**src/rtl/divider_xlen_pkg.sv**
```systemverilog
// Shared definitions for divider_xlen: operation codes, one-hot state encoding
// and leading/trailing zero counters usable at any XLEN up to 64.
package divider_xlen_pkg;

    localparam int DIV_OP_WIDTH = 2;

    localparam logic [DIV_OP_WIDTH-1:0] DIV_OP_DIV  = 2'd0;
    localparam logic [DIV_OP_WIDTH-1:0] DIV_OP_DIVU = 2'd1;
    localparam logic [DIV_OP_WIDTH-1:0] DIV_OP_REM  = 2'd2;
    localparam logic [DIV_OP_WIDTH-1:0] DIV_OP_REMU = 2'd3;

    localparam int ST_IDLE_BIT  = 0;
    localparam int ST_FAST_BIT  = 1;
    localparam int ST_CALC_BIT  = 2;
    localparam int ST_FIXUP_BIT = 3;

    typedef enum logic [3:0] {
        ST_IDLE  = 4'(4'd1 << ST_IDLE_BIT),
        ST_FAST  = 4'(4'd1 << ST_FAST_BIT),
        ST_CALC  = 4'(4'd1 << ST_CALC_BIT),
        ST_FIXUP = 4'(4'd1 << ST_FIXUP_BIT)
    } div_state_e;

    // Operand is right-aligned in v; only the low xlen bits are considered.
    function automatic logic [6:0] clz_xlen(input logic [63:0] v, input int xlen);
        clz_xlen = 7'(xlen);
        for (int i = 0; i < 64; i++) begin
            if (i < xlen && v[i]) begin
                clz_xlen = 7'(xlen - 1 - i);
            end
        end
    endfunction

    function automatic logic [6:0] ctz_xlen(input logic [63:0] v, input int xlen);
        ctz_xlen = 7'(xlen);
        for (int i = 63; i >= 0; i--) begin
            if (i < xlen && v[i]) begin
                ctz_xlen = 7'(i);
            end
        end
    endfunction

endpackage

```
**src/rtl/div_restoring_step.sv**
```systemverilog
// One restoring-division step: shift in the next dividend bit, trial-subtract
// the divisor, keep the remainder on a negative result.
module div_restoring_step #(
    parameter int XLEN = 32
) (
    input  logic [XLEN-1:0] rem_i,
    input  logic            bit_i,
    input  logic [XLEN-1:0] divisor_i,
    output logic [XLEN-1:0] rem_o,
    output logic            q_o
);

    logic [XLEN:0] shifted_s;
    logic [XLEN:0] diff_s;

    // rem_i < divisor_i always holds, so XLEN+1 bits suffice to expose the borrow.
    always_comb begin
        shifted_s = {rem_i, bit_i};
        diff_s    = shifted_s - {1'b0, divisor_i};
        if (diff_s[XLEN]) begin
            rem_o = shifted_s[XLEN-1:0];
            q_o   = 1'b0;
        end else begin
            rem_o = diff_s[XLEN-1:0];
            q_o   = 1'b1;
        end
    end

endmodule

```
**src/rtl/divider_xlen.sv**
```systemverilog
// Multicycle XLEN divider (DIV/DIVU/REM/REMU plus RV64 W-forms) with CLZ early
// exit and power-of-two fast path. Optional result cache: DIVIDER_RESULT_CACHE_EN.
module divider_xlen
    import divider_xlen_pkg::*;
#(
    parameter int XLEN       = 32,
    parameter int RADIX_LOG2 = 1
) (
    input  logic                    clk,
    input  logic                    resetn,
    input  logic [XLEN-1:0]         divident,
    input  logic [XLEN-1:0]         divisor,
    input  logic [DIV_OP_WIDTH-1:0] DIVop,
    input  logic                    word_op,
    input  logic                    valid,
    output logic                    ready,
    output logic [XLEN-1:0]         divOrRemRslt,
    output logic                    div_by_zero_err
);

    localparam int IDXW = $clog2(XLEN);

    div_state_e      state_q, state_d;
    logic            ready_q, ready_d;
    logic [XLEN-1:0] res_q, res_d;
    logic [XLEN-1:0] a_abs_q, a_abs_d;
    logic [XLEN-1:0] b_abs_q, b_abs_d;
    logic            a_neg_q, a_neg_d;
    logic            b_neg_q, b_neg_d;
    logic            is_rem_q, is_rem_d;
    logic            word_q, word_d;
    logic            div0_q, div0_d;
    logic [XLEN-1:0] quo_q, quo_d;
    logic [XLEN-1:0] rem_q, rem_d;
    logic [IDXW-1:0] idx_q, idx_d;

    logic            in_signed_s, in_rem_s;
    logic [XLEN-1:0] eff_a_s, eff_b_s, abs_a_s, abs_b_s;
    logic            in_a_neg_s, in_b_neg_s;
    logic [6:0]      n_raw_s, n_s, ctz_s;
    logic            pow2_s, accept_s;
    logic [XLEN-1:0] q_base_s, r_mag_s, r_base_s, q_fin_s, r_fin_s;
    logic            cache_hit_s;
    logic [XLEN-1:0] hit_res_s;

    logic [XLEN-1:0]       chain_rem_s [RADIX_LOG2+1];
    logic [RADIX_LOG2-1:0] qbits_s;

    // Decode the request and form effective operands and their magnitudes.
    always_comb begin
        case (DIVop)
            DIV_OP_DIV:  begin in_signed_s = 1'b1; in_rem_s = 1'b0; end
            DIV_OP_DIVU: begin in_signed_s = 1'b0; in_rem_s = 1'b0; end
            DIV_OP_REM:  begin in_signed_s = 1'b1; in_rem_s = 1'b1; end
            DIV_OP_REMU: begin in_signed_s = 1'b0; in_rem_s = 1'b1; end
            default:     begin in_signed_s = 1'b0; in_rem_s = 1'b0; end
        endcase
        if (word_op) begin
            eff_a_s = in_signed_s ? XLEN'($signed(divident[31:0])) : XLEN'(divident[31:0]);
            eff_b_s = in_signed_s ? XLEN'($signed(divisor[31:0]))  : XLEN'(divisor[31:0]);
        end else begin
            eff_a_s = divident;
            eff_b_s = divisor;
        end
        in_a_neg_s = in_signed_s & eff_a_s[XLEN-1];
        in_b_neg_s = in_signed_s & eff_b_s[XLEN-1];
        abs_a_s    = in_a_neg_s ? -eff_a_s : eff_a_s;
        abs_b_s    = in_b_neg_s ? -eff_b_s : eff_b_s;
        n_raw_s    = 7'(XLEN) - clz_xlen(64'(abs_a_s), XLEN);
        if (RADIX_LOG2 == 2) begin
            n_s = (n_raw_s + 7'd1) & 7'b111_1110;
        end else begin
            n_s = n_raw_s;
        end
        pow2_s   = (abs_b_s & (abs_b_s - XLEN'(1'b1))) == {XLEN{1'b0}};
        accept_s = (state_q == ST_IDLE) && valid && !ready_q;
        ctz_s    = ctz_xlen(64'(b_abs_q), XLEN);
    end

    assign div_by_zero_err = (eff_b_s == {XLEN{1'b0}});

    // Final sign correction and W-form extension of quotient and remainder.
    always_comb begin
        if (div0_q) begin
            q_base_s = {XLEN{1'b1}};
            r_mag_s  = a_abs_q;
        end else begin
            q_base_s = (a_neg_q ^ b_neg_q) ? -quo_q : quo_q;
            r_mag_s  = rem_q;
        end
        r_base_s = a_neg_q ? -r_mag_s : r_mag_s;
        if (word_q) begin
            q_fin_s = XLEN'($signed(q_base_s[31:0]));
            r_fin_s = XLEN'($signed(r_base_s[31:0]));
        end else begin
            q_fin_s = q_base_s;
            r_fin_s = r_base_s;
        end
    end

    assign chain_rem_s[0] = rem_q;

    for (genvar k = 0; k < RADIX_LOG2; k++) begin : g_step
        logic [IDXW-1:0] bit_idx_s;
        assign bit_idx_s = idx_q - IDXW'(k);
        div_restoring_step #(.XLEN(XLEN)) u_step (
            .rem_i     (chain_rem_s[k]),
            .bit_i     (a_abs_q[bit_idx_s]),
            .divisor_i (b_abs_q),
            .rem_o     (chain_rem_s[k+1]),
            .q_o       (qbits_s[RADIX_LOG2-1-k])
        );
    end

    // Next-state and datapath update for the one-hot controller.
    always_comb begin
        state_d  = state_q;
        ready_d  = 1'b0;
        res_d    = res_q;
        a_abs_d  = a_abs_q;
        b_abs_d  = b_abs_q;
        a_neg_d  = a_neg_q;
        b_neg_d  = b_neg_q;
        is_rem_d = is_rem_q;
        word_d   = word_q;
        div0_d   = div0_q;
        quo_d    = quo_q;
        rem_d    = rem_q;
        idx_d    = idx_q;
        case (state_q)
            ST_IDLE: begin
                if (accept_s) begin
                    a_abs_d  = abs_a_s;
                    b_abs_d  = abs_b_s;
                    a_neg_d  = in_a_neg_s;
                    b_neg_d  = in_b_neg_s;
                    is_rem_d = in_rem_s;
                    word_d   = word_op;
                    div0_d   = div_by_zero_err;
                    quo_d    = {XLEN{1'b0}};
                    rem_d    = {XLEN{1'b0}};
                    idx_d    = IDXW'(n_s - 7'd1);
                    if (cache_hit_s) begin
                        res_d   = hit_res_s;
                        ready_d = 1'b1;
                    end else if (div_by_zero_err || n_s == 7'd0) begin
                        state_d = ST_FIXUP;
                    end else if (pow2_s) begin
                        state_d = ST_FAST;
                    end else begin
                        state_d = ST_CALC;
                    end
                end else begin
                    state_d = ST_IDLE;
                end
            end
            ST_FAST: begin
                quo_d   = a_abs_q >> ctz_s;
                rem_d   = a_abs_q & (b_abs_q - XLEN'(1'b1));
                state_d = ST_FIXUP;
            end
            ST_CALC: begin
                quo_d = {quo_q[XLEN-1-RADIX_LOG2:0], qbits_s};
                rem_d = chain_rem_s[RADIX_LOG2];
                if (idx_q == IDXW'(RADIX_LOG2 - 1)) begin
                    state_d = ST_FIXUP;
                end else begin
                    idx_d = idx_q - IDXW'(RADIX_LOG2);
                end
            end
            ST_FIXUP: begin
                res_d   = is_rem_q ? r_fin_s : q_fin_s;
                ready_d = 1'b1;
                state_d = ST_IDLE;
            end
            default: begin
                state_d = ST_IDLE;
            end
        endcase
    end

    // Controller and datapath registers.
    always_ff @(posedge clk) begin
        if (!resetn) begin
            state_q  <= ST_IDLE;
            ready_q  <= 1'b0;
            res_q    <= {XLEN{1'b0}};
            a_abs_q  <= {XLEN{1'b0}};
            b_abs_q  <= {XLEN{1'b0}};
            a_neg_q  <= 1'b0;
            b_neg_q  <= 1'b0;
            is_rem_q <= 1'b0;
            word_q   <= 1'b0;
            div0_q   <= 1'b0;
            quo_q    <= {XLEN{1'b0}};
            rem_q    <= {XLEN{1'b0}};
            idx_q    <= {IDXW{1'b0}};
        end else begin
            state_q  <= state_d;
            ready_q  <= ready_d;
            res_q    <= res_d;
            a_abs_q  <= a_abs_d;
            b_abs_q  <= b_abs_d;
            a_neg_q  <= a_neg_d;
            b_neg_q  <= b_neg_d;
            is_rem_q <= is_rem_d;
            word_q   <= word_d;
            div0_q   <= div0_d;
            quo_q    <= quo_d;
            rem_q    <= rem_d;
            idx_q    <= idx_d;
        end
    end

`ifdef DIVIDER_RESULT_CACHE_EN
    logic [XLEN-1:0] tag_a_q, tag_a_d, tag_b_q, tag_b_d;
    logic            tag_sgn_q, tag_sgn_d, tag_word_q, tag_word_d;
    logic            cache_vld_q, cache_vld_d;
    logic [XLEN-1:0] cache_quo_q, cache_quo_d, cache_rem_q, cache_rem_d;

    // Hit when the effective request matches the last completed operation.
    always_comb begin
        cache_hit_s = cache_vld_q && (tag_a_q == eff_a_s) && (tag_b_q == eff_b_s)
                      && (tag_sgn_q == in_signed_s) && (tag_word_q == word_op);
        hit_res_s   = in_rem_s ? cache_rem_q : cache_quo_q;
    end

    // Tag is captured at a missed accept and only becomes valid on completion.
    always_comb begin
        tag_a_d     = tag_a_q;
        tag_b_d     = tag_b_q;
        tag_sgn_d   = tag_sgn_q;
        tag_word_d  = tag_word_q;
        cache_vld_d = cache_vld_q;
        cache_quo_d = cache_quo_q;
        cache_rem_d = cache_rem_q;
        if (accept_s && !cache_hit_s) begin
            tag_a_d     = eff_a_s;
            tag_b_d     = eff_b_s;
            tag_sgn_d   = in_signed_s;
            tag_word_d  = word_op;
            cache_vld_d = 1'b0;
        end else if (state_q == ST_FIXUP) begin
            cache_vld_d = 1'b1;
            cache_quo_d = q_fin_s;
            cache_rem_d = r_fin_s;
        end else begin
            cache_vld_d = cache_vld_q;
        end
    end

    // Result cache registers.
    always_ff @(posedge clk) begin
        if (!resetn) begin
            tag_a_q     <= {XLEN{1'b0}};
            tag_b_q     <= {XLEN{1'b0}};
            tag_sgn_q   <= 1'b0;
            tag_word_q  <= 1'b0;
            cache_vld_q <= 1'b0;
            cache_quo_q <= {XLEN{1'b0}};
            cache_rem_q <= {XLEN{1'b0}};
        end else begin
            tag_a_q     <= tag_a_d;
            tag_b_q     <= tag_b_d;
            tag_sgn_q   <= tag_sgn_d;
            tag_word_q  <= tag_word_d;
            cache_vld_q <= cache_vld_d;
            cache_quo_q <= cache_quo_d;
            cache_rem_q <= cache_rem_d;
        end
    end
`else
    assign cache_hit_s = 1'b0;
    assign hit_res_s   = {XLEN{1'b0}};
`endif

    assign ready        = ready_q;
    assign divOrRemRslt = res_q;

endmodule
```
**config.mk**
```make
export PLATFORM = sky130hd
export DESIGN_NAME = divider_xlen
export DESIGN_NICKNAME = d
export VERILOG_FILES = /design/src/rtl/divider_xlen_pkg.sv /design/src/rtl/div_restoring_step.sv /design/src/rtl/divider_xlen.sv
export SDC_FILE = /design/constraint.sdc
export NUM_CORES = 1
export LEC_CHECK = 0
export BUFFER_PORTS_ARGS = -buffer_cell sky130_fd_sc_hd__buf_4
export CAP_MARGIN = 15
export CORE_UTILIZATION = 55
export DETAILED_ROUTE_END_ITERATION = 8
export HOLD_SLACK_MARGIN = 0.15
export PLACE_DENSITY = 0.82
export SLEW_MARGIN = 20
export SYNTH_ARGS = -nofsm -noshare
export SYNTH_HDL_FRONTEND = slang
export SYNTH_HIERARCHICAL = 1
export SYNTH_SLANG_ARGS = --single-unit
```
**constraint.sdc**
```tcl
create_clock -name clk -period 7.16 [get_ports clk]
set_clock_uncertainty 0.15 [all_clocks]
set_input_delay 0.716 -clock clk [delete_from_list [all_inputs] [get_ports clk]]
set_output_delay 0.716 -clock clk [all_outputs]
set_load 0.01 [all_outputs]
```
* After elaboration in Yosys (flattened, before gate mapping) *
Index checks and enable logic that the tools add are counted.

storage, ports and cells
  register bits = 174
  input bits = 70
  output and inout bits = 34

operators by class
  add/subtract/negate cells = 10
  magnitude comparators = 1
  eq/ne operators = 10
  shifts and indexed selects = 1
  mux-type cells = 89
  bitwise logic cells = 5
  reduce and logical (&&, ||, !) cells = 18

operator list
  cell                                                                   number
  6-bit 2-to-1 mux                                                       58
  32-bit 2-to-1 mux                                                      9
  32-bit case mux with 3 select lines                                    2
  32-bit negator                                                         4
  32-bit bitwise AND                                                     2
  32-bit logical NOT                                                     2
  32-bit by 1-bit subtractor with 32-bit output, second input constant   2
  7-bit 2-to-1 mux                                                       6
  33-bit by 32-bit subtractor with 33-bit output                         1
  32-bit by 7-bit >> shifter with 32-bit output                          1
  4-bit 2-to-1 mux                                                       3
  4-bit case mux with 3 select lines                                     1
  5-bit 2-to-1 mux                                                       2
  5-bit case mux with 2 select lines                                     1
  5-bit by 1-bit subtractor with 5-bit output, second input constant     2
  2-bit OR reduction                                                     4
  7-bit logical NOT                                                      1
  6-bit by 6-bit subtractor with 7-bit output, first input constant      1
  5-bit by 6-bit < comparator with 1-bit output, second input constant   1
  2-bit != test, second input constant                                   3
  1-bit binary-select mux with 5-bit select                              1
  5-bit logical NOT                                                      1
  2-bit equality test, second input constant                             2
  4-bit by 1-bit equality test with 1-bit output, second input constant  1
  17 further kinds                                                       23

* Depth between registers and ports, before layout *
Gate-level depths: netlist of run 1.

  depth after elaboration = 43
  mapped depth = 21
  depth with buffers taken out = 18

* Cells and area by module *
The synthesis of run 1 kept the hierarchy.

by module, submodules not included
  module              times used  cells each  area each (um^2)
  divider_xlen        1           2125        15437.3
  div_restoring_step  1           304         2290.9

* Worst setup path before layout of run 1 *
OpenSTA, ideal clock, no wires.

  path type = register to register
  from = register idx_q[0]
  to = register rem_q[17]
  library setup time = 128 ps
  data arrival time = 4944 ps
  data required time = 6882 ps
  slack = 1938 ps
  cell stages (with the launch flop) = 22
  buffers on the path = 3
  clock period less this slack = 5222 ps
  path through = dfxtp_1 -> buf_1 -> mux4_2 -> mux4_2 -> mux2_2 -> inv_1 -> ha_1 -> fa_1 -> and2b_1 -> o2111ai_2 -> a21oi_2 -> o211ai_2 -> a211oi_2 -> and2b_4 -> mux2i_4 -> and2_4 -> buf_12 -> inv_8 -> buf_12 -> mux2_4 -> a221oi_1 -> nor2_1

RTL lines
  item                    line                 RTL
  from (decl)             divider_xlen.sv:35   logic [IDXW-1:0] idx_q, idx_d;
  from (signal assigned)  divider_xlen.sv:197  idx_q <= {IDXW{1'b0}};
  from (signal assigned)  divider_xlen.sv:211  idx_q <= idx_d;
  to (signal assigned)    divider_xlen.sv:196  rem_q <= {XLEN{1'b0}};
  to (signal assigned)    divider_xlen.sv:210  rem_q <= rem_d;
  to (decl)               divider_xlen.sv:34   logic [XLEN-1:0] rem_q, rem_d;

==> results.toml, run 1 <==
[outcome]
status = "complete, no violations"

[pwr]
leakagePower_nw = 6.85
total_power_mw = 3.66
swShare_pct = 44.4
p_clk_share_pct = 26.0
p_per_area_nw_per_um2 = 192
combPwrFrac_pct = 41.4
p_seq_share_pct = 32.6
p_int_mw = 2.04
p_switching_mw = 1.63
peakVddDrop_mv = 0.139

[detailed_routing]
vias = 19800
wire_per_inst_um = 23.3
totalWireLength_um = 65300
ant_nets = 0
drc = 0
dr.pass1.iters = 6
drt_iter0_markers = 2797
vias_per_cell = 7.08

[flow_run]
cap_violations = 0

[grt]
antenna_found_initial = 0
gr-usage-all-layers_pct = 38.9
overflow = 0
grt_pass1_wl_um = 101000
grt_pass1_vias = 18100
grt_max_degree = 104

[yosys]
netlist_instances = 2429
synth_area_per_cell_um2 = 7.30
synth_mux_area_share_pct = 8.13
ys.warnings.count = 6
synth_edf_count = 0
synth_cell_type_count = 95
synthAdderAreaFrac_pct = 2.94
ys_ff_latch = 174
async_reset_ff_share_pct = 0
synth_flop_cell = "dfxtp_1"
yosysSeqAreaShare_pct = 19.6
synth_nets = 2540
synth_top_family_by_area = "compound AO/OA/AOI/OAI gates"
synth_compound_area_share_pct = 30.9
syn_area_um2 = 17700
synthSimpleGateAreaFrac_pct = 23.1
synth-xor-area-share_pct = 8.64

[place]
place.port_buffers = 102
dpl.hpwl_um = 47800
gp_congestion = 1.04
place_inst = 2767

[worst_hold_path]
hp-class = "flip-flop to flip-flop"
hp-start = "divOrRemRslt[27]$_SDFFE_PN0P_"
hold_end = "divOrRemRslt[27]$_SDFFE_PN0P_"
hold_depth = 2

[sta]
post-route-period-util_pct = 81.6
setup_viol = 0
tightestPinTransition_ns = 1.19
timing.hold.ws_ns = 0.304
fmax_ghz = 0.171
report.final.slew_viol_count = 0
slew_headroom_pct = 20.0
rsz0062_at_grt = "no"
fin_crit_ns = 5.84
finalHoldViolCount = 0
tns_ns = 0

[setup_path]
max_stage_delay_ns = 0.77
required_ns = 7.33
path_cells = "mux4_2, mux4_2, mux2_2, inv_1, ha_1, fa_1, and2b_1, o2111ai_2, a21oi_2, o211ai_2, a211oi_2, and2b_4, mux2i_4, and2_4, inv_8, mux2_4, a221oi_1, nor2_1"
crit_type = "flip-flop to flip-flop"
arrival_ns = 6.01
cp_top_family = "multiplexers"
timing.critical_path.to_type = "flip-flop"
cp_num_buf_inv = 2
setup.worst_path.start = "idx_q[0]$_SDFFE_PN0P_"
critPathLaunchType = "flip-flop"
path_max_fanout = 24
r2r-start = "idx_q[0]$_SDFFE_PN0P_"
rr_worst_depth = 18
r2r-end = "rem_q[7]$_SDFFE_PN0P_"
cp_common_cell = "mux4_2"
r2r_slack_ns = 1.32
critPathSlowestCell = "dfxtp_1"

[die]
die_w_um = 182
core-area_um2 = 31600
die_h_um = 182
ioPinCount = 104
die_area_um2 = 33000
placementRows = 65
initial_core_util_pct = 56.0

[clocking]
cts_sinks = 174
cts_inserted_buffers = 17
cts.hold.buffers_added = 0
clkLatencyLatePin_ns = 0.46
htreeDepth = 4
ctsResizeCount = 0
post_cts_buffers = 0
clk_pin_slew_ns = 0.08
cts_buffer_depth = 2
cts_tree = "yes"
cts_root_buf = "clkbuf_16"

[finish]
syn_to_final_growth_pct = 7.53
fin_cells = 2800
drive_gt1_share_pct = 11.9
layout.nets = 2495
post-route-util_pct = 60.3
## cells in the mapped netlist, types with 14 or more instances
library cell / number / area [um2]
o31ai_1: 34 / 255
nor2_1: 245 / 920
inv_1: 81 / 304
ha_1: 40 / 500
a21o_1: 15 / 113
a21oi_1: 182 / 911
o21ai_0: 112 / 561
nor3b_1: 17 / 128
mux2_2: 26 / 293
xor2_1: 65 / 569
a211oi_1: 90 / 676
nand2b_1: 22 / 138
nor3_1: 80 / 400
a32oi_1: 23 / 201
o2111ai_1: 18 / 158
nand3_1: 64 / 320
xnor2_1: 108 / 946
o22ai_1: 16 / 100
a31oi_1: 38 / 238
buf_1: 21 / 78.8
nand4_1: 22 / 138
o221ai_1: 15 / 131
mux2_4: 19 / 285
a22oi_1: 23 / 173
dfxtp_1: 174 / 3480
or4_1: 15 / 113
and3_1: 27 / 169
a221oi_1: 49 / 429
and2_1: 16 / 100
clkbuf_1: 166 / 623
nor4_1: 47 / 294
nand2_1: 215 / 807
o21a_1: 14 / 105
mux2i_1: 57 / 571
o41ai_1: 15 / 131
o211ai_1: 28 / 210
or3_1: 16 / 100
## cell families (layout without fill, tap and decap cells)
| logic type | count (synthesis) | in the layout |
|---|---|---|
| xor gates and xnor gates | 174 | 174 |
| adders and majority gates | 41 | 41 |
| DFF | 174 | 174 |
| buffers and inverters | 289 | 257 |
| muxes | 115 | 115 |
| and+or+nand+nor | 847 | 847 |
| other | 0 | 1 |
| AOI/OAI and AO/OA | 789 | 789 |
## how the worst max path moves through the flow
stage / to / slack, ns / cells after the start
2_1_floorplan: rem_q[17]$_SDFFE_PN0P_ / 1.94 / 21
3_3_place_gp: rem_q[7]$_SDFFE_PN0P_ / 1.54 / 18
3_5_place_dp: rem_q[7]$_SDFFE_PN0P_ / 1.46 / 18
4_1_cts: rem_q[7]$_SDFFE_PN0P_ / 1.40 / 18
5_1_grt: rem_q[23]$_SDFFE_PN0P_ / 1.08 / 18
6_report: rem_q[7]$_SDFFE_PN0P_ / 1.32 / 18
## layout make-up
type,count,area (um2)
inverters,83,322
clock buffers,18,429
flip-flops and latches,174,3480
multi-input cells,1966,13100
repair buffers,142,1070
diodes,1,2.50
clock inverters,14,131
fillers,2838,12600
well taps,402,503
## cell usage in the layout (no fill, tap or decap), types with 13 or more instances in the layout
cell type  instances
o21a_1            14
xor2_1            64
nand4_1           22
a221oi_1          49
mux2_2            26
mux2i_1           57
and2_1            16
a21oi_1          180
xnor2_1          107
o21ai_0          111
or2_2             13
a32oi_1           23
and3_1            27
buf_4            142
clkbuf_16         17
a22oi_1           23
nor4_1            46
o211ai_1          28
or4_1             15
nand2_1          215
o2111ai_1         18
o221ai_1          15
nand2b_1          22
nor2_1           244
inv_1             81
nor3b_1           17
o31ai_1           34
o22ai_1           16
dfxtp_1          173
nand3_1           64
o41ai_1           15
a211oi_1          90
or3_1             16
nor3_1            78
a31oi_1           38
ha_1              40
a21o_1            15
mux2_4            19
## worst register-to-register path, delay by kind of cell (launching register included)
family	cells	cell delay (ns)
buffers and inverters	2	0.21
multiplexers	5	2.18
AND/OR/NAND/NOR	4	0.97
flip-flops	1	0.77
AO/OA/AOI/OAI	5	0.99
adder cells (fa/ha/maj)	2	0.42
## power by group through the flow
stage / logic, mW / clock network [mW] / registers [mW]
2_1_floorplan: 1.09 / 0 / 1.09
3_3_place_gp: 1.43 / 0 / 1.20
3_5_place_dp: 1.45 / 0 / 1.20
4_1_cts: 1.46 / 0.944 / 1.18
5_1_grt: 1.62 / 0.980 / 1.20
6_report: 1.52 / 0.951 / 1.20
## flip-flops by register name, indices dropped and copies added (netlist names)
register and flops:
divOrRemRslt 32, b_neg_q 1, b_abs_q 32, quo_q 32, ready 1, rem_q 32
div0_q 1, state_q 4, is_rem_q 1, a_neg_q 1, idx_q 5, a_abs_q 32
## routing by layer
layer	vias to the layer above	global-route usage (%)	part of all wire, %
met5	-	0	0.051
met4	2	21.0	5.6
met3	258	7.62	10
met2	1331	62.1	45
met1	9168	49.3	39
li1	9059	-	-
## per-stage QoR
step / setup slack (ns) / instance area (um2)
finish: 1.32 / 19100
global route: 1.08 / 19100
CTS: 1.40 / 19100
detailed placement: 1.46 / 18500
global placement: 1.54 / 18500
floorplan: 1.94 / 17700
Note: power is estimated with default switching activity, not from simulation.
==> run 2: changes to the inputs <==
ABC_AREA = 1   (was not set)
PLACE_DENSITY = 0.85   (was 0.82)
clock period = 5 ns   (was 7.16 ns; I/O delays follow)
==> results.toml, run 2 <==
[yosys]
synth_flop_cell = "dfxtp_1"
async_reset_ff_share_pct = 0
synthAdderAreaFrac_pct = 2.89
synth_area_per_cell_um2 = 5.58
yosysTopAreaCell = "dfxtp_1"
synth-xor-area-share_pct = 3.69
yosysSeqAreaShare_pct = 19.4
synthSimpleGateAreaFrac_pct = 41.2
ys_ff_latch = 174
synth_mux_area_share_pct = 0
synth_commonest_cells = "nand2_1 (858), inv_1 (493), nand3_1 (373)"
syn_area_um2 = 18000
yosysMostFrequentCell = "nand2_1"
synth_cell_type_count = 66
synth_nets = 3335
synth_top_area_share_pct = 19.4
ys.warnings.count = 6
netlist_instances = 3224
synth_top_family_by_area = "simple AND/OR/NAND/NOR gates"
synthTopCellsByArea = "dfxtp_1 (19%), nand2_1 (18%), nand3_1 (10%), inv_1 (10%), o21ai_0 (6.2%)"
synth_edf_count = 0
synth_compound_area_share_pct = 18.9

[setup_path]
r2r-start = "idx_q[1]$_SDFFE_PN0P_"
arrival_ns = 4.80
cp_top_family = "simple AND/OR/NAND/NOR gates"
critPathLaunchType = "flip-flop"
cp_num_buf_inv = 4
required_ns = 5.24
timing.critical_path.to_type = "flip-flop"
cp_common_cell = "nand2_2"
max_stage_delay_ns = 0.67
r2r_slack_ns = 0.44
rr_worst_depth = 26
critPathSlowestCell = "dfxtp_1"
r2r-end = "rem_q[18]$_SDFFE_PN0P_"
path_max_fanout = 33
crit_type = "flip-flop to flip-flop"

[place]
gp_congestion = 1.01
dpl.hpwl_um = 52700
place_inst = 3663
dpl-instance-area_um2 = 19000
place.port_buffers = 102
place_ws_ns = 0.449

[pwr]
p_per_area_nw_per_um2 = 369
swShare_pct = 51.9
total_power_mw = 7.23
combPwrFrac_pct = 55.4
p_switching_mw = 3.75
p_clk_share_pct = 19.7
p_int_mw = 3.48
p_seq_share_pct = 25.0
leakagePower_nw = 9.80
peakVddDrop_mv = 0.228

[die]
initial_core_util_pct = 56.4
die_w_um = 183
placementRows = 65
core-area_um2 = 31900
die_area_um2 = 33400
ioPinCount = 104
die_h_um = 183

[sta]
worst_slack_ns = 0.439
post-route-period-util_pct = 91.2
timing.hold.ws_ns = 0.212
report.final.slew_viol_count = 0
rsz0062_at_grt = "no"
fmax_ghz = 0.219
finalHoldViolCount = 0
fin_crit_ns = 4.56
tns_ns = 0
setup_viol = 0
slew_headroom_pct = 27.6
tightestPinTransition_ns = 1.08

[detailed_routing]
wire_per_inst_um = 18.2
ant_nets = 0
vias_per_cell = 5.89
vias = 21700
totalWireLength_um = 67400
drt_iter0_markers = 2814
dr.pass1.iters = 6
drc = 0

[finish]
drive_gt1_share_pct = 8.93
post-route-util_pct = 61.5
layout.nets = 3358
final_area_um2 = 19600
num_antenna_cells = 0
mostFrequentLayoutCells = "nand2_1 (857), inv_1 (492), nand3_1 (373)"
fin_cells = 3694
final_common_cell = "nand2_1"
fillers = 3223
syn_to_final_growth_pct = 8.95

[grt]
grt_pass1_vias = 19500
overflow = 0
grt_max_degree = 77
gr-usage-all-layers_pct = 40.0
grt_pass1_wl_um = 105000
antenna_found_initial = 1

[clocking]
cts.hold.buffers_added = 0
clk_pin_slew_ns = 0.10
cts_inserted_buffers = 17
clkLatencyLatePin_ns = 0.48
ctsResizeCount = 0
cts_buffer_depth = 2
htreeDepth = 4
cts_sinks = 174
cts_root_buf = "clkbuf_16"
post_cts_buffers = 0
cts_tree = "yes"

[worst_hold_path]
hold_depth = 3
hp-class = "input port to flip-flop"
hp-start = "divident[1]"
hold_end = "a_abs_q[1]$_SDFFE_PN0P_"

[outcome]
status = "complete, no violations"

[flow_run]
cap_violations = 0
[run 2: changes by cell type after synthesis, moves of 29 or more]
| cell | before | now |
|---|---|---|
| a211oi_1 | 90 | 8 |
| a21oi_1 | 182 | 221 |
| a221oi_1 | 49 | 6 |
| clkbuf_1 | 166 | 95 |
| inv_1 | 81 | 493 |
| mux2i_1 | 57 | 0 |
| nand2_1 | 215 | 858 |
| nand3_1 | 64 | 373 |
| nor3_1 | 80 | 51 |
| nor4_1 | 47 | 4 |
| o21ai_0 | 112 | 222 |
| xnor2_1 | 108 | 19 |
[run 2: worst max path at each step]
stage	startpoint	endpoint	slack, ns	depth (start not counted)
6_report	idx_q[1]$_SDFFE_PN0P_	rem_q[18]$_SDFFE_PN0P_	0.44	26
5_1_grt	idx_q[1]$_SDFFE_PN0P_	rem_q[1]$_SDFFE_PN0P_	0.12	25
4_1_cts	idx_q[1]$_SDFFE_PN0P_	rem_q[7]$_SDFFE_PN0P_	0.55	26
3_5_place_dp	divident[0]	idx_q[4]$_SDFFE_PN0P_	0.45	30
3_3_place_gp	DIVop[0]	idx_q[4]$_SDFFE_PN0P_	0.54	47
2_1_floorplan	divident[0]	idx_q[4]$_SDFFE_PN0P_	1.16	43
[run 2: power groups by stage]
stage / Clock [mW] / Sequential, mW / Combinational [mW]
6_report: 1.42 / 1.80 / 4.00
4_1_cts: 1.41 / 1.79 / 3.88
3_3_place_gp: 0 / 1.81 / 3.79
3_5_place_dp: 0 / 1.82 / 3.85
5_1_grt: 1.48 / 1.81 / 4.43
2_1_floorplan: 0 / 1.70 / 2.88
[run 2: layout make-up]
| class | count | area, um2 | area share, % |
|---|---|---|---|
| multi-input combinational | 2401 | 12000 | 61.3 |
| tap | 435 | 544 | 2.78 |
| clock buffer | 19 | 453 | 2.31 |
| inverter | 522 | 1960 | 10.0 |
| clock inverter | 12 | 143 | 0.728 |
| sequential | 174 | 3480 | 17.8 |
| timing repair buffer | 131 | 996 | 5.08 |
[run 2: logic make-up after synthesis]
family                     after synthesis
AOI/OAI and AO/OA                      603
xor gates and xnor gates                75
adders and majority gates               41
buffers and inverters                  649
DFF                                    174
and+or+nand+nor                       1682
[run 2: worst register-to-register path, stage by stage (launching register included)]
cell and delay [ns]:
dfxtp_1 0.67, inv_1 0.26, a21oi_1 0.16, o21ai_0 0.10
nand3_1 0.08, nand3_1 0.07, nand4_1 0.08, o21ai_0 0.21
inv_1 0.18, inv_1 0.06, ha_1 0.23, fa_1 0.42
inv_1 0.12, nand2_1 0.06, nand2_1 0.07, nand3_1 0.09
nand2_2 0.15, nand2_2 0.06, nand2_2 0.10, nand2_2 0.09
nand2_2 0.09, nand2_2 0.07, nand2_4 0.36, nand2_1 0.14
nand2_1 0.13, nand2_1 0.07, a31oi_1 0.18
[run 2: per-layer routing]
metal | GRT usage [%] | vias to the layer above | routed length [um] | share of wire [%]
li1 | - | 10500 | - | -
met3 | 7.01 | 156 | 7300 | 11
met2 | 62.3 | 1218 | 29000 | 43
met5 | 0 | - | 0 | 0
met4 | 16.8 | 0 | 2850 | 4.2
met1 | 54.2 | 9825 | 28300 | 42
